## src/rtl/adder_seq_pkg.sv

```systemverilog
// Shared definitions for the adder sequencer/arbiter: state encoding,
// nibble width and a width helper for index and counter registers.
package adder_seq_pkg;

  typedef logic [1:0] state_t;

  localparam state_t S_IDLE = 2'd0;
  localparam state_t S_CALC = 2'd1;
  localparam state_t S_DONE = 2'd2;

  localparam int NIBBLE_W = 4;

  // Bits needed to index n items, never less than one bit.
  function automatic int id_width(input int n);
    if (n <= 2) begin
      return 1;
    end else begin
      return $clog2(n);
    end
  endfunction

endpackage

```

## src/rtl/adder_nibble.sv

```systemverilog
// The shared arithmetic resource: one 4-bit slice adding two nibbles and a
// carry-in, producing a 5-bit {carry, sum}. Purely combinational.
module adder_nibble
  import adder_seq_pkg::*;
(
  input  logic [NIBBLE_W-1:0] a_i,
  input  logic [NIBBLE_W-1:0] b_i,
  input  logic                ci_i,
  output logic [NIBBLE_W:0]   sum_o
);

  assign sum_o = {1'b0, a_i} + {1'b0, b_i} + {{NIBBLE_W{1'b0}}, ci_i};

endmodule

```

## src/rtl/adder_seq_arb.sv

```systemverilog
// Round-robin arbiter and nibble-serial sequencer in front of a single
// adder_nibble slice. The granted requester's operands are latched, then
// added LSB nibble first, one nibble per cycle, with the carry held in a
// register between nibbles. A one-cycle done pulse presents the result.
module adder_seq_arb
  import adder_seq_pkg::*;
#(
  parameter int NREQ    = 2,
  parameter int NIBBLES = 4,
  localparam int W      = NIBBLE_W * NIBBLES,
  localparam int IDW    = id_width(NREQ)
) (
  input  logic              clk,
  input  logic              reset,
  input  logic [NREQ-1:0]   req,
  input  logic [NREQ*W-1:0] a_in,
  input  logic [NREQ*W-1:0] b_in,
  input  logic [NREQ-1:0]   ci_in,
  output logic [NREQ-1:0]   gnt,
  output logic              busy,
  output logic              done,
  output logic [IDW-1:0]    done_id,
  output logic [W-1:0]      sum_out,
  output logic              co_out
);

  localparam int CW = id_width(NIBBLES);
  localparam logic [CW-1:0]  LAST_NIB = CW'(NIBBLES - 1);
  localparam logic [IDW-1:0] PTR_RST  = IDW'(NREQ - 1);

  // FSM state
  state_t state_q, state_d;

  // Arbitration and operation context
  logic [NREQ-1:0] gnt_q, gnt_d;
  logic [IDW-1:0]  gnt_idx_q, gnt_idx_d;
  logic [IDW-1:0]  ptr_q, ptr_d;

  // Datapath: operands shift right one nibble per step, the sum shifts in
  // from the top so the full result is aligned after the last nibble.
  logic [W-1:0]    a_q, a_d;
  logic [W-1:0]    b_q, b_d;
  logic [W-1:0]    acc_q, acc_d;
  logic            carry_q, carry_d;
  logic [CW-1:0]   cnt_q, cnt_d;

  // Registered outputs
  logic            busy_q, busy_d;
  logic            done_q, done_d;
  logic [IDW-1:0]  done_id_q, done_id_d;
  logic [W-1:0]    sum_q, sum_d;
  logic            co_q, co_d;

  // Arbitration result and slice result
  logic [IDW:0]      pick_s;
  logic              pick_found_s;
  logic [IDW-1:0]    pick_idx_s;
  logic [NIBBLE_W:0] slice_sum_s;

  // First requester after 'last', wrapping; returns {found, index}.
  // Scanning from the farthest candidate lets the nearest one win.
  function automatic logic [IDW:0] rr_pick(input logic [NREQ-1:0] r,
                                           input logic [IDW-1:0]  last);
    logic [IDW:0] res;
    int           cand;
    res = {(IDW+1){1'b0}};
    for (int i = NREQ; i >= 1; i--) begin
      cand = (int'(last) + i) % NREQ;
      if (r[cand]) begin
        res = {1'b1, cand[IDW-1:0]};
      end else begin
        res = res;
      end
    end
    return res;
  endfunction

  assign pick_s       = rr_pick(req, ptr_q);
  assign pick_found_s = pick_s[IDW];
  assign pick_idx_s   = pick_s[IDW-1:0];

  adder_nibble u_slice (
    .a_i   (a_q[NIBBLE_W-1:0]),
    .b_i   (b_q[NIBBLE_W-1:0]),
    .ci_i  (carry_q),
    .sum_o (slice_sum_s)
  );

  // State register with synchronous reset.
  always_ff @(posedge clk) begin
    if (reset) begin
      state_q <= S_IDLE;
    end else begin
      state_q <= state_d;
    end
  end

  // Next-state logic: grant on any request, NIBBLES calc cycles, one done cycle.
  always_comb begin
    state_d = state_q;
    case (state_q)
      S_IDLE: begin
        if (pick_found_s) begin
          state_d = S_CALC;
        end else begin
          state_d = S_IDLE;
        end
      end
      S_CALC: begin
        if (cnt_q == LAST_NIB) begin
          state_d = S_DONE;
        end else begin
          state_d = S_CALC;
        end
      end
      S_DONE:  state_d = S_IDLE;
      default: state_d = S_IDLE;
    endcase
  end

  // Output and datapath next values for each state.
  always_comb begin
    gnt_d     = gnt_q;
    gnt_idx_d = gnt_idx_q;
    ptr_d     = ptr_q;
    a_d       = a_q;
    b_d       = b_q;
    acc_d     = acc_q;
    carry_d   = carry_q;
    cnt_d     = cnt_q;
    busy_d    = busy_q;
    done_d    = 1'b0;
    done_id_d = done_id_q;
    sum_d     = sum_q;
    co_d      = co_q;
    case (state_q)
      S_IDLE: begin
        if (pick_found_s) begin
          gnt_d     = NREQ'(1) << pick_idx_s;
          gnt_idx_d = pick_idx_s;
          a_d       = a_in[pick_idx_s*W +: W];
          b_d       = b_in[pick_idx_s*W +: W];
          carry_d   = ci_in[pick_idx_s];
          cnt_d     = {CW{1'b0}};
          acc_d     = {W{1'b0}};
          busy_d    = 1'b1;
        end else begin
          gnt_d  = {NREQ{1'b0}};
          busy_d = 1'b0;
        end
      end
      S_CALC: begin
        a_d     = a_q >> NIBBLE_W;
        b_d     = b_q >> NIBBLE_W;
        acc_d   = {slice_sum_s[NIBBLE_W-1:0], acc_q[W-1:NIBBLE_W]};
        carry_d = slice_sum_s[NIBBLE_W];
        cnt_d   = cnt_q + CW'(1);
        if (cnt_q == LAST_NIB) begin
          sum_d     = acc_d;
          co_d      = slice_sum_s[NIBBLE_W];
          done_d    = 1'b1;
          done_id_d = gnt_idx_q;
        end else begin
          done_d = 1'b0;
        end
      end
      S_DONE: begin
        gnt_d  = {NREQ{1'b0}};
        busy_d = 1'b0;
        ptr_d  = gnt_idx_q;
      end
      default: begin
        gnt_d  = {NREQ{1'b0}};
        busy_d = 1'b0;
      end
    endcase
  end

  // Datapath and output registers; reset discards any partial operation.
  always_ff @(posedge clk) begin
    if (reset) begin
      gnt_q     <= {NREQ{1'b0}};
      gnt_idx_q <= {IDW{1'b0}};
      ptr_q     <= PTR_RST;
      a_q       <= {W{1'b0}};
      b_q       <= {W{1'b0}};
      acc_q     <= {W{1'b0}};
      carry_q   <= 1'b0;
      cnt_q     <= {CW{1'b0}};
      busy_q    <= 1'b0;
      done_q    <= 1'b0;
      done_id_q <= {IDW{1'b0}};
      sum_q     <= {W{1'b0}};
      co_q      <= 1'b0;
    end else begin
      gnt_q     <= gnt_d;
      gnt_idx_q <= gnt_idx_d;
      ptr_q     <= ptr_d;
      a_q       <= a_d;
      b_q       <= b_d;
      acc_q     <= acc_d;
      carry_q   <= carry_d;
      cnt_q     <= cnt_d;
      busy_q    <= busy_d;
      done_q    <= done_d;
      done_id_q <= done_id_d;
      sum_q     <= sum_d;
      co_q      <= co_d;
    end
  end

  assign gnt     = gnt_q;
  assign busy    = busy_q;
  assign done    = done_q;
  assign done_id = done_id_q;
  assign sum_out = sum_q;
  assign co_out  = co_q;

endmodule

```

## config.mk

```make
export PLATFORM = sky130hd
export DESIGN_NAME = adder_seq_arb
export DESIGN_NICKNAME = d
export VERILOG_FILES = /design/src/rtl/adder_seq_pkg.sv /design/src/rtl/adder_nibble.sv /design/src/rtl/adder_seq_arb.sv
export SDC_FILE = /design/constraint.sdc
export NUM_CORES = 1
export LEC_CHECK = 0
export CORE_MARGIN = 2
export CORE_UTILIZATION = 44
export DETAILED_ROUTE_END_ITERATION = 6
export GPL_TIMING_DRIVEN = 0
export PLACE_DENSITY = 0.76
export SLEW_MARGIN = 10
export SYNTH_ARGS = -nofsm -noshare
export SYNTH_HDL_FRONTEND = slang
export SYNTH_HIERARCHICAL = 1
export SYNTH_SLANG_ARGS = --single-unit
```

## constraint.sdc

```tcl
create_clock -name clk -period 1.7 [get_ports clk]
set_input_delay 0.34 -clock clk [delete_from_list [all_inputs] [get_ports clk]]
set_output_delay 0.34 -clock clk [all_outputs]
set_load 0.01 [all_outputs]
```

==> results.tsv, run 1 <==
stage	metric	value	unit
clocking	worstSkewPairLatency	0.34	ns
grt	grt_overflow_total	0	
layout	final_common_cell	clkdlybuf4s50_1	
power_and_ir_drop	power	3.86	mW
critical_path	required	1.91	ns
sta	worst_pin_slew	0.544	ns
sta	slew_headroom	63.7	%
placed_design	hpwl	6.60	mm
placed_design	gp_congestion	0.833	
layout	multi_input_area	0.00189	mm²
layout	stdcell_count	609	
sta	fmax	551	MHz
synthesis	synth_cells	391	
sta	slew_violations	0	
synthesis	synth_area_leaders	dfxtp_1, mux2i_1, and3b_1, nand2_1, a211oi_1	
clocking	cts.sinks	73	
grt	grt_usage	21.0	%
route	first_pass_iters	5	
placed_design	placed_area	0.00456	mm²
floorplanning	die_h	93.4	µm
power_and_ir_drop	p_leak	1.87	nW
route	wirelength	8.89	mm
layout	fin_nets	579	
synthesis	ys_warn_count	6	
sta	hold_violations	0	
power_and_ir_drop	vdd_drop_max	312	µV
status	violations	setup timing	
layout	fillers	690	
layout	final_cell_mix	clkdlybuf4s50_1, dfxtp_1, nand2_1	
layout	antenna_cells	0	
clocking	numCtsBuffers	9	
sta	fin_skew	0.00406	ns
critical_path	cp-end-kind	flip-flop	
synthesis	synth_cell_type_count	33	
floorplanning	die_w	93.4	µm
clocking	clk_pin_slew	0.07	ns
floorplanning	rows	32	
sta	rsz0062_at_grt	true	
synthesis	syn_nets	467	
route	vias	3235	
sta	fin_crit_sh	107	%
run	maxCapViolations	0	
synthesis	synth_area_leader_cell	dfxtp_1	
critical_path	startpoint_type	flip-flop	
layout	design_area	0.00491	mm²
grt	antenna_found_initial	0	
synthesis	yosysSeqAreaShare	41.6	%
placed_design	dp_slack	-0.411	ns
grt	first_global_vias	3269	
power_and_ir_drop	p_per_area	787	mW/mm²
critical_path	critPathKind	flip-flop to flip-flop	
route	drcViolationCount	0	
layout	drive_gt1_share	12.0	%
route	drtIter0Drc	144	
floorplanning	initial_core_util	45.5	%
route	avgRoutedWirePerCell	14.6	µm
sta	holdWs	0.455	ns
clocking	htreeDepth	3	
hold_path	hold_path_class	flip-flop to flip-flop	
status	status	finished, violations left	
grt	grt_max_degree	13	
hold_path	whs_path_depth	2	
placed_design	dpl.cell_count	584	
layout	final_core_util	63.5	%
route	postRouteAntennaNets	0	
sta	final.min_clock_period	1.81	ns
clocking	cts_tree	done	
sta	setup_viol	1	
synthesis	syn_avg_cell_area	8.99	µm²
critical_path	worstPathArrival	2.02	ns
sta	worst_slack	-0.113	ns
synthesis	ys_seq_elements	73	
synthesis	yosys.area.top_type_share	41.6	%
synthesis	syn_area	0.00352	mm²
layout	regArea	0.00147	mm²
clocking	clock_path_buffers	2	
floorplanning	core-area	0.00773	mm²
clocking	clock-root-buffer	clkbuf_8	
critical_path	cp_max_fo	2	
layout	syn_to_final_growth	39.6	%
clocking	ctsHoldBuffers	0	
route	vias_per_cell	5.31	
critical_path	reg2regPathDepth	9	
floorplanning	io_pins	92	
grt	grt_pass1_wl	14.5	mm
floorplanning	dieArea	0.00872	mm²
placed_design	portBuffers	91	
sta	tns	-0.113	ns
[layout make-up]
| type | count | area share (%) |
|---|---|---|
| multi-input cells | 278 | 38.5 |
| flip-flops and latches | 73 | 29.9 |
| repair buffers | 101 | 20.1 |
| plain buffers | 36 | 4.41 |
| clock buffers | 11 | 3.09 |
| well taps | 102 | 2.60 |
| clock inverters | 4 | 1.07 |
| inverters | 4 | 0.306 |
[kinds of logic (layout without fill, tap and decap cells)]
logic type / Yosys count / count (layout) / synth area share (%)
simple gates: 120 / 120 / 19.4
buf+inv: 40 / 156 / 5.80
flops: 73 / 73 / 41.6
mux: 34 / 34 / 9.68
fa+ha+maj: 6 / 6 / 2.56
compound gates: 116 / 116 / 20.5
xor+xnor: 2 / 2 / 0.498
[repair_timing]
item                                    in CTS  in global routing
setup buffers                                4                  6
endpoints found under the setup margin      29                 48
gates resized for setup                     11                 20
pin swaps                                    2                  4
cloned                                       0                  0
[where the power goes]
part           internal [mW]  switching (mW)  total (mW)
Combinational          0.345           0.267       0.612
Clock                  0.750           0.635        1.38
Sequential              1.80          0.0653        1.86
Total                   2.89           0.967        3.86
[synthesized netlist by cell type]
cell and n:
a21boi_0 1, nor3_2 1, nor2_1 4, o21ai_0 17, and3b_1 26, buf_2 7, a211o_1 1, buf_1 1
or3_1 2, a21oi_1 36, a21o_1 1, buf_6 4, dfxtp_1 73, inv_1 4, nand2b_1 3, nor3_1 1
or2_1 1, nand3b_1 1, nand2_1 52, and2b_1 1, fa_1 2, o21ba_2 1, ha_1 4, o2bb2ai_1 8
nor2b_1 3, a21oi_2 1, a211oi_1 25, o22ai_1 25, buf_4 4, mux2i_1 34, xnor2_1 2, and2_1 25
clkbuf_1 20
[state kept, by name, summed over array words and instances (netlist names), 2 cells and up]
signal,cells
cnt_q,2
state_q,2
acc_q,12
gnt,2
b_q,16
a_q,16
sum_out,16
[per-layer routing]
layer / share of wire, % / up-vias / track usage, %
li1: - / 1616 / -
met1: 42 / 1501 / 24.4
met2: 51 / 100 / 38.5
met3: 5.3 / 18 / 3.30
met4: 2.0 / 0 / 7.60
met5: 0 / - / 0
[worst paths after layout]
check        startpoint  slack, ns    endpoint
max              a_q[0]      -0.11     carry_q
min            acc_q[4]       0.45  sum_out[0]
max reg2reg      a_q[0]      -0.11     carry_q
min reg2reg    acc_q[4]       0.45  sum_out[0]
[worst max-delay path, cell delays in order (launching register included)]
cell      delay (ns)
dfxtp_4         0.36
fa_2            0.39
inv_2           0.06
fa_2            0.20
nor2b_1         0.05
o21ai_1         0.11
nand2b_1        0.08
and3b_1         0.19
a211oi_2        0.15
o22ai_1         0.09
No activity file was read; power rests on OpenSTA's default activity.
==> run 2, diff against run 1 <==
Settings changed: CORE_UTILIZATION 44 to 45, PLACE_DENSITY 0.76 to 0.75.
Clock period 1.7 ns to 1.9 ns, I/O delays scaled along.
==> run 2 against run 1 <==
The flow still finishes with violations (setup timing). Count of clock-buffer cells in the layout shrank 2. Clock skew grew 0.0055 ns. Combinational power shrank 16%. Cell count shrank 1.3%. Clock power is essentially flat. Die area shrank 2.1%. Register-to-register slack gained 0.11 ns. Non-clock buffer count shrank 9. First-iteration DRC count shrank 24%. Wire length shrank 0.41%.
==> results.tsv, run 2 (synthesized netlist as in run 1, its figures left out) <==
stage	metric	value	unit	change
sta	slew_headroom	62.1	%	-1.6 points
run	maxCapViolations	0		unchanged
sta	hold_violations	0		unchanged
sta	fmax	525	MHz	-4.8%
sta	fin_skew	0.00953	ns	+0.00546 ns
grt	grt_overflow_total	0		unchanged
critical_path	critPathMaxStageDelay	0.39	ns	about the same
floorplanning	core-area	0.00765	mm²	-1.0%
route	vias	3184		-1.6%
clocking	ctsHoldBuffers	0		unchanged
critical_path	critPathBufInv	1		unchanged
grt	first_global_vias	3183		-2.6%
hold_path	min_to	sum_out[3]		
layout	syn_to_final_growth	36.3	%	
sta	worst_slack	-0.00466	ns	+0.109 ns
critical_path	cp_max_fo	3		+1
layout	fin_nets	570		-1.6%
sta	rsz0062_at_grt	true		
placed_design	portBuffers	91		unchanged
placed_design	gp_congestion	0.830		-0.41%
sta	slew_violations	0		unchanged
clocking	cts.sinks	73		unchanged
critical_path	startpoint_type	flip-flop		
floorplanning	io_pins	92		unchanged
clocking	clk_pin_slew	0.08	ns	about the same
sta	setup_viol	1		unchanged
grt	antenna_found_initial	0		unchanged
grt	grt_usage	21.9	%	+0.94 points
sta	fin_crit_sh	100	%	-6.4 points
status	status	finished, violations left		
critical_path	cpMostUsedCell	fa_2		
clocking	clock_path_buffers	2		unchanged
critical_path	reg2reg_from	a_q[0]		
floorplanning	die_w	92.4	µm	-1.1%
power_and_ir_drop	p_per_area	738	mW/mm²	-6.1%
critical_path	cpMaxStageDelayCell	fa_2		
critical_path	worstPathArrival	2.14	ns	+0.12 ns
critical_path	required	2.13	ns	+0.22 ns
critical_path	reg2regPathDepth	9		unchanged
floorplanning	rows	32		unchanged
grt	grt_max_degree	14		+1
critical_path	critPathKind	flip-flop to flip-flop		
clocking	clock-root-buffer	clkbuf_8		
placed_design	placed_area	0.00455	mm²	-0.11%
clocking	worstSkewPairLatency	0.36	ns	+0.02 ns
critical_path	reg2reg_setup_slack	-0.005	ns	+0.11 ns
route	drtIter0Drc	110		-24%
critical_path	cp-end-kind	flip-flop		
clocking	htreeDepth	3		unchanged
layout	antenna_cells	0		unchanged
route	vias_per_cell	5.30		-0.27%
hold_path	whs_path_depth	2		unchanged
layout	fillers	686		-0.58%
sta	final.min_clock_period	1.90	ns	+0.0912 ns
route	drcViolationCount	0		unchanged
floorplanning	dieArea	0.00854	mm²	-2.1%
power_and_ir_drop	p_leak	1.79	nW	-4.1%
sta	holdWs	0.455	ns	+0.0000860 ns
layout	final_cell_mix	clkdlybuf4s50_1, dfxtp_1, nand2_1		
hold_path	hold_path_class	flip-flop to flip-flop		
route	postRouteAntennaNets	0		unchanged
floorplanning	die_h	92.4	µm	-1.1%
route	avgRoutedWirePerCell	14.7	µm	+0.92%
status	violations	setup timing		
hold_path	hp-start	acc_q[7]		
grt	grt_pass1_wl	14.9	mm	+2.7%
layout	design_area	0.00479	mm²	-2.3%
sta	worst_pin_slew	0.569	ns	+0.0246 ns
power_and_ir_drop	vdd_drop_max	339	µV	+8.8%
clocking	numCtsBuffers	9		unchanged
floorplanning	initial_core_util	46.0	%	+0.48 points
layout	final_core_util	62.7	%	-0.84 points
placed_design	hpwl	6.45	mm	-2.3%
placed_design	dpl.cell_count	584		unchanged
clocking	cts_tree	done		
critical_path	reg2reg_to	carry_q		
critical_path	crit_chain	fa_2 -> inv_1 -> fa_2 -> nor2b_1 -> o21ai_1 -> nand2b_1 -> and3b_1 -> a211oi_2 -> o22ai_1		
layout	drive_gt1_share	8.02	%	-4.0 points
layout	final_common_cell	clkdlybuf4s50_1		
route	wirelength	8.85	mm	-0.41%
route	first_pass_iters	4		-1
critical_path	crit_family	adder cells		
layout	stdcell_count	601		-1.3%
[run 2: changes by cell type in the layout (fill, tap and decap cells not counted), moves of 2 or more]
cell,change
a21oi_2,-2
a21oi_1,+2
buf_6,-4
clkbuf_2,-5
clkbuf_8,-2
clkbuf_1,+4
clkinv_2,+2
buf_2,+2
buf_4,-6
dfxtp_1,+2
[run 2: area by class of cell]
type | instances | area, µm² | share of cell area (%)
Tap cell | 102 | 128 | 2.66
Inverter | 4 | 15.0 | 0.313
Clock buffer | 9 | 124 | 2.58
Multi-Input combinational cell | 278 | 1860 | 38.8
Buffer | 36 | 190 | 3.97
Clock inverter | 7 | 93.8 | 1.96
Timing Repair Buffer | 92 | 918 | 19.2
Sequential cell | 73 | 1460 | 30.5
[run 2: timing repair]
item / in CTS / in global routing
buffers inserted: 1 / 0
gates cloned: 0 / 0
gates resized for setup: 4 / 3
setup endpoints to repair: 1 / 3
[run 2: metrics by stage]
stage	total power [mW]	TNS (ns)	setup WS, ns
floorplan	1.96	0	0.113
global placement	2.20	-9.18	-0.203
detailed placement	2.21	-11.10	-0.243
CTS	3.55	0	0.00355
global route	3.68	-0.105	-0.101
finish	3.54	-0.00466	-0.00466
[run 2: worst max path at each step]
stage	startpoint	to	slack, ns	cells after the start
global placement	reset	a_q[3]	-0.20	4
detailed placement	reset	a_q[9]	-0.24	4
CTS	a_q[0]	carry_q	0.004	9
floorplan	a_q[0]	carry_q	0.11	9
global route	a_q[0]	carry_q	-0.10	9
finish	a_q[0]	carry_q	-0.005	9
[run 2: routing by layer]
layer | routed length (µm) | global-route usage, % | vias up
met5 | 0 | 0 | -
met4 | 197 | 9.20 | 0
met3 | 369 | 3.58 | 18
met2 | 4340 | 38.5 | 97
met1 | 3940 | 26.4 | 1464
li1 | - | - | 1605
[run 2: worst min-delay path, cell delays in order (launching register included)]
cell     delay [ns]
dfxtp_1        0.31
nand2_1        0.05
a21oi_1        0.05
[run 2: report_power, final]
group | switching, mW | internal (mW) | total (mW)
Clock | 0.618 | 0.738 | 1.36
Sequential | 0.0596 | 1.61 | 1.67
Combinational | 0.229 | 0.286 | 0.514
==> run 3, diff against run 2 <==
Settings changed: CELL_PAD_IN_SITES_DETAIL_PLACEMENT from default to 2, CELL_PAD_IN_SITES_GLOBAL_PLACEMENT from default to 2, CORE_UTILIZATION 45 to 29, MAX_ROUTING_LAYER from default to met4, PLACE_DENSITY 0.75 to default, PLACE_DENSITY_LB_ADDON from default to 0.1.
==> run 3 against run 2 <==
First-iteration DRC count shrank 20%. Non-clock buffer count grew 2. Sequential power is essentially flat. Worst hold slack lost 0.0016 ns. Sequential share of layout area shrank 1.0 points. Cell count grew 7.8%. The run now ends clean. Maximum frequency grew 2.4%. Clock skew shrank 0.0044 ns. Highest routed layer unchanged. Global-route usage shrank 2.9 points. Via count grew 3.5%.
==> results.tsv, run 3 (synthesized netlist as in run 1, its figures left out) <==
stage	metric	value	unit	change
status	status	finished, final reports clean		
critical_path	reg2reg_to	carry_q		
route	avgRoutedWirePerCell	17.6	µm	+20%
sta	setup_viol	0		-1
layout	drive_gt1_share	9.78	%	+1.8 points
power_and_ir_drop	pwr-share-comb	13.8	%	-0.7 points
power_and_ir_drop	p_sw_share	25.1	%	-0.53 points
critical_path	cp-end-kind	flip-flop		
hold_path	hp-start	acc_q[4]		
route	drtIter0Drc	88		-20%
sta	slew_headroom	62.9	%	+0.87 points
grt	grt_max_degree	13		-1
sta	final.min_clock_period	1.86	ns	-0.0449 ns
hold_path	min_to	sum_out[0]		
critical_path	critPathKind	flip-flop to flip-flop		
power_and_ir_drop	p_per_area	793	mW/mm²	+7.4%
sta	holdWs	0.453	ns	-0.00164 ns
clocking	worstSkewPairLatency	0.33	ns	-0.03 ns
clocking	clock-root-buffer	clkbuf_16		
critical_path	reg2reg_from	b_q[0]		
clocking	cts_tree	done		
sta	worst_pin_slew	0.556	ns	-0.0130 ns
placed_design	placed_area	0.00461	mm²	+1.2%
floorplanning	core-area	0.0119	mm²	+56%
layout	final_common_cell	clkdlybuf4s50_1		
layout	fin_nets	572		+0.35%
sta	slew_violations	0		unchanged
grt	grt_overflow_total	0		unchanged
power_and_ir_drop	switching_power	0.988	mW	+9.1%
placed_design	portBuffers	91		unchanged
floorplanning	rows	40		+25%
clocking	htreeDepth	3		unchanged
sta	fin_crit_sh	97.9	%	-2.4 points
clocking	clock_path_buffers	2		unchanged
placed_design	gp_congestion	0.757		-8.8%
floorplanning	die_h	114	µm	+24%
grt	grt_usage	19.1	%	-2.9 points
floorplanning	dieArea	0.0130	mm²	+53%
critical_path	cp-startpoint	b_q[0]		
sta	hold_violations	0		unchanged
route	postRouteAntennaNets	0		unchanged
route	wirelength	11.4	mm	+29%
grt	grt_pass1_wl	18.8	mm	+26%
sta	fmax	538	MHz	+2.4%
route	first_pass_iters	4		unchanged
run	maxCapViolations	0		unchanged
clocking	numCtsBuffers	9		unchanged
sta	rsz0062_at_grt	true		
critical_path	reg2regPathDepth	9		unchanged
power_and_ir_drop	p_leak	1.85	nW	+3.5%
critical_path	startpoint_type	flip-flop		
hold_path	hold_path_class	flip-flop to flip-flop		
grt	antenna_found_initial	0		unchanged
power_and_ir_drop	p_int	2.95	mW	+12%
layout	antenna_cells	0		unchanged
critical_path	cp_max_fo	3		unchanged
clocking	clk_pin_slew	0.06	ns	-0.02 ns
placed_design	hpwl	8.19	mm	+27%
power_and_ir_drop	vdd_drop_max	324	µV	-4.4%
sta	tns	0	ns	+0.00466 ns
layout	syn_to_final_growth	41.3	%	
floorplanning	initial_core_util	29.5	%	-16 points
clocking	ctsHoldBuffers	0		unchanged
route	drcViolationCount	0		unchanged
floorplanning	die_w	114	µm	+24%
layout	final_cell_mix	clkdlybuf4s50_1, dfxtp_1, nand2_1		
sta	fin_skew	0.00508	ns	-0.00445 ns
critical_path	required	2.10	ns	-0.03 ns
power_and_ir_drop	seqPwrFrac	42.5	%	-4.6 points
route	vias_per_cell	5.08		-4.0%
power_and_ir_drop	pwr-share-clk	43.7	%	+5.4 points
hold_path	whs_path_depth	2		unchanged
floorplanning	io_pins	92		unchanged
critical_path	worstPathArrival	2.06	ns	-0.08 ns
grt	first_global_vias	3584		+13%
layout	design_area	0.00497	mm²	+3.7%
clocking	cts.sinks	73		unchanged
critical_path	reg2reg_setup_slack	0.04	ns	+0.04 ns
route	vias	3294		+3.5%
-- run 3: repair_timing --
item,in CTS,in global routing
resized for setup,6,17
pin swaps,0,3
buffers inserted,1,2
endpoints found under the setup margin,2,20
-- run 3: critical path: stages, from the launching register on --
cell and delay, ns:
dfxtp_2 0.34, fa_2 0.40, inv_2 0.07, fa_2 0.20, nor2b_1 0.05, o21ai_1 0.14
nand2b_1 0.10, and3b_1 0.20, a211oi_2 0.14, o22ai_1 0.10
-- run 3: power by group through the flow --
stage	clock [mW]	combinational, mW	sequential, mW
2_1_floorplan	0	0.279	1.68
3_3_place_gp	0	0.519	1.70
3_5_place_dp	0	0.533	1.71
4_1_cts	1.78	0.542	1.67
5_1_grt	1.83	0.601	1.69
6_report	1.72	0.542	1.68
-- run 3: through the flow --
step                worst slack (ns)  power, mW  util (%)  instances
floorplan                      0.113       1.96         -        391
global placement              -0.278       2.22      38.7        629
detailed placement            -0.333       2.24      38.7        629
CTS                          0.00737       3.99      41.4        646
global route                 -0.0572       4.12      41.7        648
finish                        0.0402       3.94      41.7        648
-- run 3: worst max-delay path by stage --
stage and endpoint:
2_1_floorplan carry_q, 3_3_place_gp a_q[10], 3_5_place_dp a_q[10], 4_1_cts a_q[10], 5_1_grt acc_q[14], 6_report carry_q
-- run 3: layer usage --
layer | share of wire [%] | track usage, %
met1 | 44 | 22.4
met2 | 52 | 33.7
met3 | 2.6 | 2.44
met4 | 1.3 | 6.42
met5 | 0 | -
-- run 3: final cells by class --
cell class / count / area [µm²]
buffer: 36 / 209
clock buffer: 11 / 243
clock inverter: 5 / 55.1
fill: 1332 / 6940
inverter: 4 / 15.0
multi-input combinational: 278 / 1860
sequential: 73 / 1470
tap: 147 / 184
timing repair buffer: 94 / 933
